<file path="config.mk">
export PLATFORM = sky130hd
export DESIGN_NAME = urv_irq_timer
export DESIGN_NICKNAME = d
export VERILOG_FILES = /design/src/rtl/urv_irq_timer.sv
export SDC_FILE = /design/constraint.sdc
export NUM_CORES = 1
export LEC_CHECK = 0
export CAP_MARGIN = 15
export CORE_MARGIN = 5
export CORE_UTILIZATION = 44
export DETAILED_ROUTE_END_ITERATION = 7
export GPL_ROUTABILITY_DRIVEN = 0
export MAX_ROUTING_LAYER = met4
export PLACE_DENSITY = 0.66
export SETUP_SLACK_MARGIN = 0.15
export SKIP_CTS_REPAIR_TIMING = 1
export SYNTH_ARGS = -nofsm -noshare
export SYNTH_HDL_FRONTEND = slang
export SYNTH_SLANG_ARGS = --single-unit
</file>
<file path="constraint.sdc">
create_clock -name clk_i -period 4.7 [get_ports clk_i]
set_input_delay 1.175 -clock clk_i [delete_from_list [all_inputs] [get_ports clk_i]]
set_output_delay 1.175 -clock clk_i [all_outputs]
set_load 0.005 [all_outputs]
</file>
<file path="src/rtl/urv_irq_timer.sv">
// IRQ synchronise/pend/mask and prescaled compare timer feeding the exception unit.
// Optional rising-edge IRQ mode is compiled in with `define URV_IRQ_EDGE_EN.

module urv_irq_line #(
  parameter int SYNC_STAGES = 2
) (
  input  logic clk_i,
  input  logic rst_i,
  input  logic irq_i,
`ifdef URV_IRQ_EDGE_EN
  input  logic edge_i,
`endif
  output logic set_o
);

  logic [SYNC_STAGES-1:0] sync_q;

  always_ff @(posedge clk_i or negedge rst_i) begin
    if (!rst_i) sync_q <= '0;
    else        sync_q <= {sync_q[SYNC_STAGES-2:0], irq_i};
  end

`ifdef URV_IRQ_EDGE_EN
  logic prev_q;

  always_ff @(posedge clk_i or negedge rst_i) begin
    if (!rst_i) prev_q <= 1'b0;
    else        prev_q <= sync_q[SYNC_STAGES-1];
  end

  assign set_o = edge_i ? (sync_q[SYNC_STAGES-1] & ~prev_q) : sync_q[SYNC_STAGES-1];
`else
  assign set_o = sync_q[SYNC_STAGES-1];
`endif

endmodule

module urv_irq_timer #(
  parameter int NUM_IRQ     = 32,
  parameter int SYNC_STAGES = 2,
  parameter int TIMER_WIDTH = 32
) (
  input  logic               clk_i,
  input  logic               rst_i,
  input  logic [NUM_IRQ-1:0] irq_i,
  input  logic [4:0]         bus_addr_i,
  input  logic [31:0]        bus_wdata_i,
  input  logic               bus_we_i,
  input  logic               bus_re_i,
  output logic [31:0]        bus_rdata_o,
  output logic               bus_rvalid_o,
  output logic [31:0]        exp_irq_o,
  output logic               exp_tick_o
);

  localparam logic [2:0] A_CTRL = 3'd0;
  localparam logic [2:0] A_CNT  = 3'd1;
  localparam logic [2:0] A_CMP  = 3'd2;
  localparam logic [2:0] A_PEND = 3'd3;
  localparam logic [2:0] A_MASK = 3'd4;
  localparam logic [2:0] A_EDGE = 3'd5;

  logic [2:0]             sel;
  logic                   wr_ctrl, wr_cnt, wr_cmp, wr_pend, wr_mask;
  logic                   timer_en;
  logic [7:0]             psc, psc_cnt;
  logic                   step;
  logic [TIMER_WIDTH-1:0] cnt, cmp;
  logic [NUM_IRQ-1:0]     set, clr, pend, mask, irq_q;
  logic [NUM_IRQ-1:0]     edge_q;
  logic [31:0]            rd_mux;
  logic                   unused_bits;

  assign sel     = bus_addr_i[4:2];
  assign wr_ctrl = bus_we_i && (sel == A_CTRL);
  assign wr_cnt  = bus_we_i && (sel == A_CNT);
  assign wr_cmp  = bus_we_i && (sel == A_CMP);
  assign wr_pend = bus_we_i && (sel == A_PEND);
  assign wr_mask = bus_we_i && (sel == A_MASK);

  assign unused_bits = ^{bus_addr_i[1:0], bus_wdata_i};

  // ---------------------------------------------------------------- timer
  assign step = timer_en && (psc_cnt == psc);

  always_ff @(posedge clk_i or negedge rst_i) begin
    if (!rst_i) begin
      timer_en   <= 1'b0;
      psc        <= '0;
      psc_cnt    <= '0;
      cnt        <= '0;
      cmp        <= '0;
      exp_tick_o <= 1'b0;
    end else begin
      exp_tick_o <= 1'b0;
      // >= rather than == so a prescale shrunk below the live count still wraps
      if (!timer_en || psc_cnt >= psc) psc_cnt <= '0;
      else                             psc_cnt <= psc_cnt + 8'd1;
      if (wr_cnt) begin
        cnt <= bus_wdata_i[TIMER_WIDTH-1:0];
      end else if (step) begin
        if (cnt == cmp) begin
          cnt        <= '0;
          exp_tick_o <= 1'b1;
        end else begin
          cnt <= cnt + TIMER_WIDTH'(1);
        end
      end
      if (wr_ctrl) begin
        timer_en <= bus_wdata_i[0];
        psc      <= bus_wdata_i[15:8];
      end
      if (wr_cmp) cmp <= bus_wdata_i[TIMER_WIDTH-1:0];
    end
  end

  // ---------------------------------------------------------------- irq lines
  for (genvar i = 0; i < NUM_IRQ; i++) begin : g_line
    urv_irq_line #(.SYNC_STAGES(SYNC_STAGES)) u_line (
      .clk_i  (clk_i),
      .rst_i  (rst_i),
      .irq_i  (irq_i[i]),
`ifdef URV_IRQ_EDGE_EN
      .edge_i (edge_q[i]),
`endif
      .set_o  (set[i])
    );
  end

`ifdef URV_IRQ_EDGE_EN
  always_ff @(posedge clk_i or negedge rst_i) begin
    if (!rst_i)                             edge_q <= '0;
    else if (bus_we_i && (sel == A_EDGE))   edge_q <= bus_wdata_i[NUM_IRQ-1:0];
  end
`else
  assign edge_q = '0;
`endif

  assign clr = wr_pend ? bus_wdata_i[NUM_IRQ-1:0] : '0;

  always_ff @(posedge clk_i or negedge rst_i) begin
    if (!rst_i) begin
      pend  <= '0;
      mask  <= '0;
      irq_q <= '0;
    end else begin
      // a line asserting in the same cycle as its W1C stays pending
      pend  <= (pend & ~clr) | set;
      irq_q <= pend & mask;
      if (wr_mask) mask <= bus_wdata_i[NUM_IRQ-1:0];
    end
  end

  assign exp_irq_o = 32'(irq_q);

  // ---------------------------------------------------------------- read port
  always_comb begin
    rd_mux = '0;
    case (sel)
      A_CTRL: rd_mux = {16'd0, psc, 7'd0, timer_en};
      A_CNT:  rd_mux = 32'(cnt);
      A_CMP:  rd_mux = 32'(cmp);
      A_PEND: rd_mux = 32'(pend);
      A_MASK: rd_mux = 32'(mask);
`ifdef URV_IRQ_EDGE_EN
      A_EDGE: rd_mux = 32'(edge_q);
`endif
      default: rd_mux = '0;
    endcase
  end

  always_ff @(posedge clk_i or negedge rst_i) begin
    if (!rst_i) begin
      bus_rdata_o  <= '0;
      bus_rvalid_o <= 1'b0;
    end else begin
      bus_rvalid_o <= bus_re_i;
      if (bus_re_i) bus_rdata_o <= rd_mux;
    end
  end

endmodule

</file>
======== Yosys cells after proc, flatten, opt, wreduce, memory -nomap -nowiden ========
Index checks and enable logic that the tools add are counted.
storage, ports and cells
  word-level logic and storage cells ...... 75
  flip-flop bits (word level) ............. 275
  output and inout port bits .............. 66
operators by class
  equality and inequality tests ........... 6
  mux-type cells .......................... 9
  bitwise logic cells ..................... 4
  order comparisons ....................... 1
  reduce and logical (&&, ||, !) cells .... 10
  add/subtract/negate cells ............... 2
operators by type and width
  operator                                       number
  one-hot mux 32 bit (5 select lines)            1
  2-to-1 mux 32 bit                              4
  bitwise AND 32 bit                             2
  adder 32 x 1 -> 32 bit, second input constant  1
  == test 32 bit                                 1
  NOT 32 bit                                     1
  OR 32 bit                                      1
  adder 8 x 1 -> 8 bit, second input constant    1
  == test 8 bit                                  1
  >= comparator 8 bit                            1
  2-to-1 mux 8 bit                               1
  == test 3 x 2 -> 1 bit, second input constant  2
  logical AND 1 bit                              6
  == test 3 x 1 -> 1 bit, second input constant  1
  == test 3 bit, second input constant           1
  zero test 3 bit                                1
  2-to-1 mux 1 bit                               3
  nonzero test 2 bit                             1
  zero test 1 bit                                1
  logical OR 1 bit                               1

======== Logic depth before layout (Yosys ltp) ========
  depth in word-level cells ............... 6
  mapped depth ............................ 11

======== Cells and area by module ========
Synthesis repeated with hierarchy kept, for this count alone.
second synthesis, totals
  cell total of the unflattened synthesis .. 1041
  area total of the unflattened synthesis .. 11783.8 µm²
by module, submodules not included
  module         cells an instance  instances  area an instance (µm²)  sequential area each (µm²)
  urv_irq_timer  977                1          10182.3                 5280.1
  urv_irq_line   2                  32         50.0                    50.0

======== Least setup slack after synthesis ========
No wires, ideal clock.
  path kind ............................... input to register
  from .................................... input port bus_addr_i[4]
  to ...................................... register mask[23]
  buffers on the path ..................... 3
  slack ................................... 1.956 ns
  arrival ................................. 2.619 ns
  data required time ...................... 4.575 ns
  stages .................................. 7
  setup time .............................. 0.125 ns
  path through ............................ buf_2 inv_2 nor3_1 and2_1 buf_2 buf_2 mux2_2
on the way
  word-level cells in the longest chain between the ends .. 2
ends and longest elaborated chain
  item                  line  source
  start, declared       46    input logic [4:0] bus_addr_i,
  == test 3 bit         79    assign wr_mask = bus_we_i && (sel == A_MASK);
  logical AND 1 bit     79
  end signal, assigned  150   if (wr_mask) mask <= bus_wdata_i[NUM_IRQ-1:0];
  end, declared         69    logic [NUM_IRQ-1:0] set, clr, pend, mask, irq_q;
Every way passes these cells.
A chain may end at the register's enable or synchronous reset.

======== Worst setup path after layout ========
  from .................................... input port bus_addr_i[4]
  to ...................................... register cnt[28]
on the way
  word-level cells in the longest chain between the ends .. 3
ends and longest elaborated chain
  item                                                            line  source
  == test 3 x 1 -> 1 bit (*)                                      76    assign wr_cnt = bus_we_i && (sel == A_CNT);
  logical AND 1 bit (*)                                           76
  2-to-1 mux 32 bit / nonzero test 2 bit (equally long branches)  -
  end signal, assigned                                            100   cnt <= bus_wdata_i[TIMER_WIDTH-1:0];
  end signal, assigned                                            106   cnt <= cnt + TIMER_WIDTH'(1);
  end, declared                                                   68    logic [TIMER_WIDTH-1:0] cnt, cmp;
Mark *: on every way between the ends. The rest lies on a longest branch, timed or not.

==> impl_metrics.yaml <==
cts:
  cts_buffers: 29
  cts_tree: "done"
  cts-root-buf: "clkbuf_16"
  numClockSinks: 275
  path_clk_slew_ns: 0.06
  insertion_delay_ns: 0.54
  cts_max_level: 1
  clock_path_buffers: 3
drt:
  route.detailed.drc: 0
  dr.pass1.iters: 5
  post_drt_wl_per_cell_um: 19.0
  drtIter0Drc: 493
  drt-total-wl_um: 29000
  postRouteAntennaNets: 0
  viasPerCell: 5.45
  vias: 8298
synthesis:
  synth.cell_area_um2: 11900
  synth_top_flop_cell: "dfrtp_1"
  syn_avg_cell_area_um2: 11.4
  ys_ff_latch: 275
  async_reset_ff_frac: 1.00
  synth-edff-count: 0
  syn_nets: 1128
  synth.distinct_cells: 57
  ys_warn_count: 0
  synth-seq-area-share: 0.580
  synthCells: 1045
sta:
  slew_violations: 0
  fin_crit_ns: 3.02
  hold_viol: 0
  final.setup.tns_ns: 0
  tightest_slew_ns: 1.02
  whs_ns: 0.343
  maxSlewHeadroom: 0.318
  skew_ns: 0.0170
  period_share: 0.642
  finalSetupViolations: 0
  clock.fmax_ghz: 0.331
  rsz0062_at_grt: "no"
status:
  outcome: "complete, no violations"
pwr:
  power_leakage_nw: 5.89
  ir_worst_vdd_mv: 0.274
  cellPowerDensity_nw_per_um2: 425
min_path:
  holdPathEnd: "g_line[7].u_line.sync_q[1]"
  min_from: "g_line[7].u_line.sync_q[0]"
  min_path_cells: 0
  hold_path_class: "flop to flop"
finish:
  drive_above_1_share: 0.147
  fin_nets: 1244
  syn2layout_area_growth_pct: 21.6
job:
  drv_cap: 0
grt:
  antenna_found_initial: 1
  grt_usage: 0.197
  grt_pass1_wl_um: 47600
  grt.overflow.total: 0
  grt_max_degree: 104
  grt_pass1_vias: 8414
critical_path:
  critPathCaptureType: "flop"
  regToRegStartpoint: "psc_cnt[5]"
  critical_path_arrival_ns: 3.48
  rr_worst_depth: 7
  cp.required_ns: 5.16
  path_class: "input port to flop"
  path_cells: "clkdlybuf4s50_1, buf_4, nand2b_1, nor2_1, and2_1, buf_4, nor4_1, a22oi_1, o21ai_1"
  crit_slowest_cell: "clkdlybuf4s50_1"
  crit_fanout: 24
  r2r_end: "cnt[0]"
  rrSetupSlack_ns: 1.77
  cp-start-kind: "input port"
  crit_path_max_incr_delay_ns: 0.51
  critPathMostFrequentCell: "buf_4"
die:
  fp.dieW_um: 174
  die_area_um2: 30400
  initial_core_util: 0.444
  die_y_um: 174
  design.core.area_um2: 26700
  rows: 60
  io_pins: 139
place:
  dpl.hpwl_um: 19300
  io_buffers: 136
==> registers in the layout (all words and copies together), names as in the netlist <==
signal / cells
pend: 32
mask: 32
g_line.u_line.sync_q: 64
bus_rdata_o: 32
psc: 8
exp_tick_o: 1
bus_rvalid_o: 1
cmp: 32
timer_en: 1
exp_irq_o: 32
cnt: 32
psc_cnt: 8
==> worst max path at each step <==
stage	start	to	slack (ns)
after global placement	bus_addr_i[4]	cnt[28]	1.24
after global routing	bus_addr_i[4]	cnt[28]	1.50
after floorplan	bus_addr_i[4]	mask[23]	1.96
final	bus_addr_i[4]	cnt[28]	1.68
after CTS	bus_addr_i[4]	cnt[30]	1.73
after detailed placement	bus_addr_i[4]	cnt[30]	1.18
==> layout by cell type, fill, tap and decap left out, drive strengths merged, types with 6 or more instances in the layout <==
master,instances
a22oi,27
xnor2,35
a31oi,9
or4,7
nor2,104
dfrtp,275
ha,10
clkdlybuf4s50,133
nand3,21
mux4,9
and2,38
a22o,6
clkinv,8
a21o,34
buf,27
nand2,81
a221oi,9
inv,15
nor4,12
nand4,17
mux2,88
clkbuf,41
nor3,10
o21ai,29
a21oi,91
==> cells by family after synthesis <==
group | after synthesis | synth area share
and+or+nand+nor | 312 | 0.128
DFF | 275 | 0.580
AOI/OAI and AO/OA | 223 | 0.118
muxes | 97 | 0.101
buffers and inverters | 90 | 0.0344
xor gates and xnor gates | 38 | 0.0280
adders and majority gates | 10 | 0.0105
==> layer usage <==
metal  routed length, um  share of wire  track usage
met1               13300           0.46        0.278
met2               13400           0.46        0.304
met4                 666          0.023       0.0459
met5                   0              0            -
met3                1530          0.053       0.0304
==> per-stage QoR <==
step                      power (mW)   util  cell area [um2]  worst slack [ns]  instances
after floorplan                 3.49      -            11900              1.96       1045
after global placement          3.99  0.506            13500              1.24       1471
after detailed placement        4.02  0.506            13500              1.18       1471
after CTS                       6.21  0.540            14400              1.73       1521
after global routing            6.45  0.540            14400              1.50       1522
final                           6.14  0.540            14400              1.68       1522
==> Yosys cell counts (10+ instances only) <==
master | n | area, um2
mux2_2 | 77 | 867
nand3_1 | 18 | 90.1
inv_1 | 13 | 48.8
buf_2 | 29 | 145
nor4_1 | 10 | 62.6
ha_1 | 10 | 125
nand4_1 | 15 | 93.8
a21o_1 | 34 | 255
nor3_1 | 10 | 50.1
nor2_1 | 102 | 383
nand2_1 | 81 | 304
and2_1 | 38 | 238
clkbuf_1 | 34 | 128
xnor2_1 | 35 | 307
a21oi_1 | 91 | 455
dfrtp_1 | 275 | 6880
a22oi_1 | 27 | 203
o21ai_0 | 25 | 125
mux2_1 | 11 | 124
==> report_power, final <==
group,internal (mW),switching (mW)
Combinational,0.598,0.511
Clock,1.25,0.902
Sequential,2.66,0.211
==> critical path, delay by kind of cell <==
family | cells | cell delay (ns)
simple gates | 4 | 0.99
buf+inv | 3 | 1.09
compound gates | 2 | 0.21
==> area by class of cell <==
cell class,instances,area (um2)
clock inverter,9,55.1
timing repair buffer,160,1570
fill,2347,12300
inverter,15,56.3
multi-input combinational,680,4590
antenna,1,2.50
sequential,275,6880
tap,341,427
clock buffer,41,851
Note: power is estimated with default switching activity, not from simulation.
==> edit: new RTL, config.mk and constraints unchanged <==
Build with the macro `URV_IRQ_EDGE_EN` defined.
--- a/src/rtl/urv_irq_timer.sv
+++ b/src/rtl/urv_irq_timer.sv
@@ -1,4 +1,6 @@
 // IRQ synchronise/pend/mask and prescaled compare timer feeding the exception unit.
 // Optional rising-edge IRQ mode is compiled in with `define URV_IRQ_EDGE_EN.
+
+`define URV_IRQ_EDGE_EN
 
 module urv_irq_line #(
Function: changed (Yosys sat finds a counterexample within 4 cycles, from zero or initial values and one cycle with rst_i low).
==> edit against the unedited design <==
Non-clock buffer count up 2. Final area rose by 19%. Setup slack worse by 0.065 ns. Highest routed layer unchanged. Synthesized cell count is 15% higher. Largest cell class unchanged. Total power increased by 27%. Sequential cell count grew 64. Die area grew 18%. Sequential share of layout area up 1.6 points. Synthesized area rose by 19%. Wire length grew 20%. Via count up 17%. Core utilization is 0.41 points higher. Clock skew shrank 0.0017 ns.
==> edit: results (changes against the unedited design) <==
Run status
  • Status: completed

Critical path
  • CP max stage cell: nand2_1
  • Slowest stage delay, CP: 0.64 ns (+0.13 ns)
  • Critical Path End Type: register
  • CP startpoint kind: register
  • CP max FO: 24 (unchanged)
  • Top cell family by delay on the critical path: simple AND/OR/NAND/NOR gates
  • Flop2flop setup slack: 1.62 ns (-0.15 ns)
  • R2R Path End: cnt[24]
  • Worst EP arrival: 3.48 ns (about the same)
  • Path depth of the worst reg2reg path: 6 (-1)
  • Worst R2R Start: cnt[8]

Placement
  • Port buffer count: 136 (unchanged)
  • Area after DPL: 16000 um^2 (+18%)
  • Detailed Place HPWL: 23.5 mm (+22%)

Pwr
  • Logic pwr share: 15.9% (-2.2 points)
  • Max VDD drop: 0.252 mV (-8.2%)
  • P_sw: 2000 uW (+23%)
  • P_leak: 0.00723 uW (+23%)
  • Seq pwr: 3580 uW (+25%)

Cells and area
  • FILL cells: 2654 (+13%)
  • Largest reg by FF count: g_line.u_line.sync_q
  • Final net count: 1415 (+14%)
  • Share of layout cells above drive strength 1: 16.4% (+1.8 points)
  • Max reg flops: 64 (unchanged)

Logic synthesis
  • Ys async rst share: 100% (unchanged)
  • Register area share after synthesis: 59.9% (+2.0 points)
  • Syn_nets: 1284 (+14%)
  • Synth cell types: 51 (-11%)
  • Warning count from the yosys run: 0 (unchanged)
  • Top post-synthesis cells by count: dfrtp_1 (339), mux2_2 (122), nand2_1 (122), a21oi_1 (65), nor2_1 (62)
  • Dominant cells by area after synthesis: dfrtp_1 (60%), mux2_2 (9.7%), nand2_1 (3.2%), a21oi_1 (2.3%), xnor2_1 (2.2%)

Global routing
  • Total routing usage reported by global routing: 20.0% (+0.31 points)
  • First-pass GRT wire length: 55.9 mm (+18%)
  • Largest net degree at the start of global routing: 126 (+21%)
  • Vias in the first global route: 9944 (+18%)
  • Initial antenna violation count: 1 (unchanged)

CTS
  • Htree depth: 2 (+1)
  • Cts bufs inserted: 37 (+28%)
  • Clk slew on worst S/H paths: 0.06 ns (about the same)
  • Clk root buf: clkbuf_16
  • Clock buffer depth: 3 (unchanged)
  • Worst-Skew Late Latency: 0.52 ns (-0.02 ns)

STA
  • Fin Clk Skew: 0.0153 ns (-0.00169 ns)
  • Worst-margin pin slew: 0.995 ns (-0.0286 ns)

Drt
  • WL/cell: 19.7 um (+3.5%)
  • Vias/cell: 5.52 (+1.3%)
  • TritonRoute pass-1 iters: 5 (unchanged)
  • Initial DRC Count: 548 (+11%)

Hold path
  • HP Class: register to register
edit: changes by cell type after synthesis, sizes merged, moves of 24 or more:
cell   delta
a21oi    -24
a21o     -26
mux2     +35
a22o     +26
nor2     -42
dfrtp    +64
nand2    +41
edit: logic make-up (layout without fill, tap and decap cells):
| logic type | after synthesis | after routing | share of synthesized area (%) |
|---|---|---|---|
| xor+xnor | 39 | 39 | 2.41 |
| fa+ha+maj | 10 | 10 | 0.884 |
| compound gates | 242 | 242 | 11.3 |
| buf+inv | 102 | 258 | 2.91 |
| simple gates | 325 | 325 | 11.2 |
| mux | 144 | 144 | 11.4 |
| flops | 339 | 339 | 59.9 |
| other cells | 0 | 1 | 0 |
edit: final cells by class:
class / count / share of cell area, %
sequential: 339 / 49.3
multi-input combinational: 760 / 30.6
timing repair buffer: 162 / 9.23
clock buffer: 54 / 6.52
tap: 402 / 2.92
clock inverter: 10 / 0.799
inverter: 32 / 0.698
antenna: 1 / 0.0145
edit: worst min-delay path by stage:
| stage | startpoint | to | slack, ns | depth (start not counted) |
|---|---|---|---|---|
| after floorplan | g_line[0].u_line.sync_q[0] | g_line[0].u_line.sync_q[1] | 0.33 | 0 |
| after global placement | g_line[8].u_line.sync_q[0] | g_line[8].u_line.sync_q[1] | 0.33 | 0 |
| after detailed placement | g_line[13].u_line.sync_q[0] | g_line[13].u_line.sync_q[1] | 0.33 | 0 |
| after CTS | g_line[27].u_line.sync_q[0] | g_line[27].u_line.sync_q[1] | 0.35 | 0 |
| after global routing | g_line[15].u_line.sync_q[0] | g_line[15].u_line.sync_q[1] | 0.35 | 0 |
| final | g_line[9].u_line.sync_q[0] | g_line[9].u_line.sync_q[1] | 0.34 | 0 |
edit: metrics by stage:
stage / worst slack (ns) / util (%) / instances / power, uW / hold WS [ns]
after floorplan: 1.91 / - / 1201 / 4270 / 0.331
after CTS: 1.59 / 54.4 / 1759 / 7860 / 0.348
after global placement: 1.14 / 50.4 / 1695 / 4830 / 0.332
after global routing: 1.48 / 54.4 / 1760 / 8180 / 0.349
after detailed placement: 1.07 / 50.4 / 1695 / 4870 / 0.335
final: 1.62 / 54.4 / 1760 / 7800 / 0.343
edit: routing by layer:
| layer | wire, um | GRT usage (%) | part of all wire [%] | up-vias |
|---|---|---|---|---|
| met2 | 15700 | 30.0 | 45 | 242 |
| li1 | - | - | - | 4524 |
| met1 | 16200 | 28.3 | 47 | 4899 |
| met4 | 822 | 5.20 | 2.4 | 0 |
| met3 | 1940 | 3.98 | 5.6 | 58 |
| met5 | 0 | - | 0 | - |
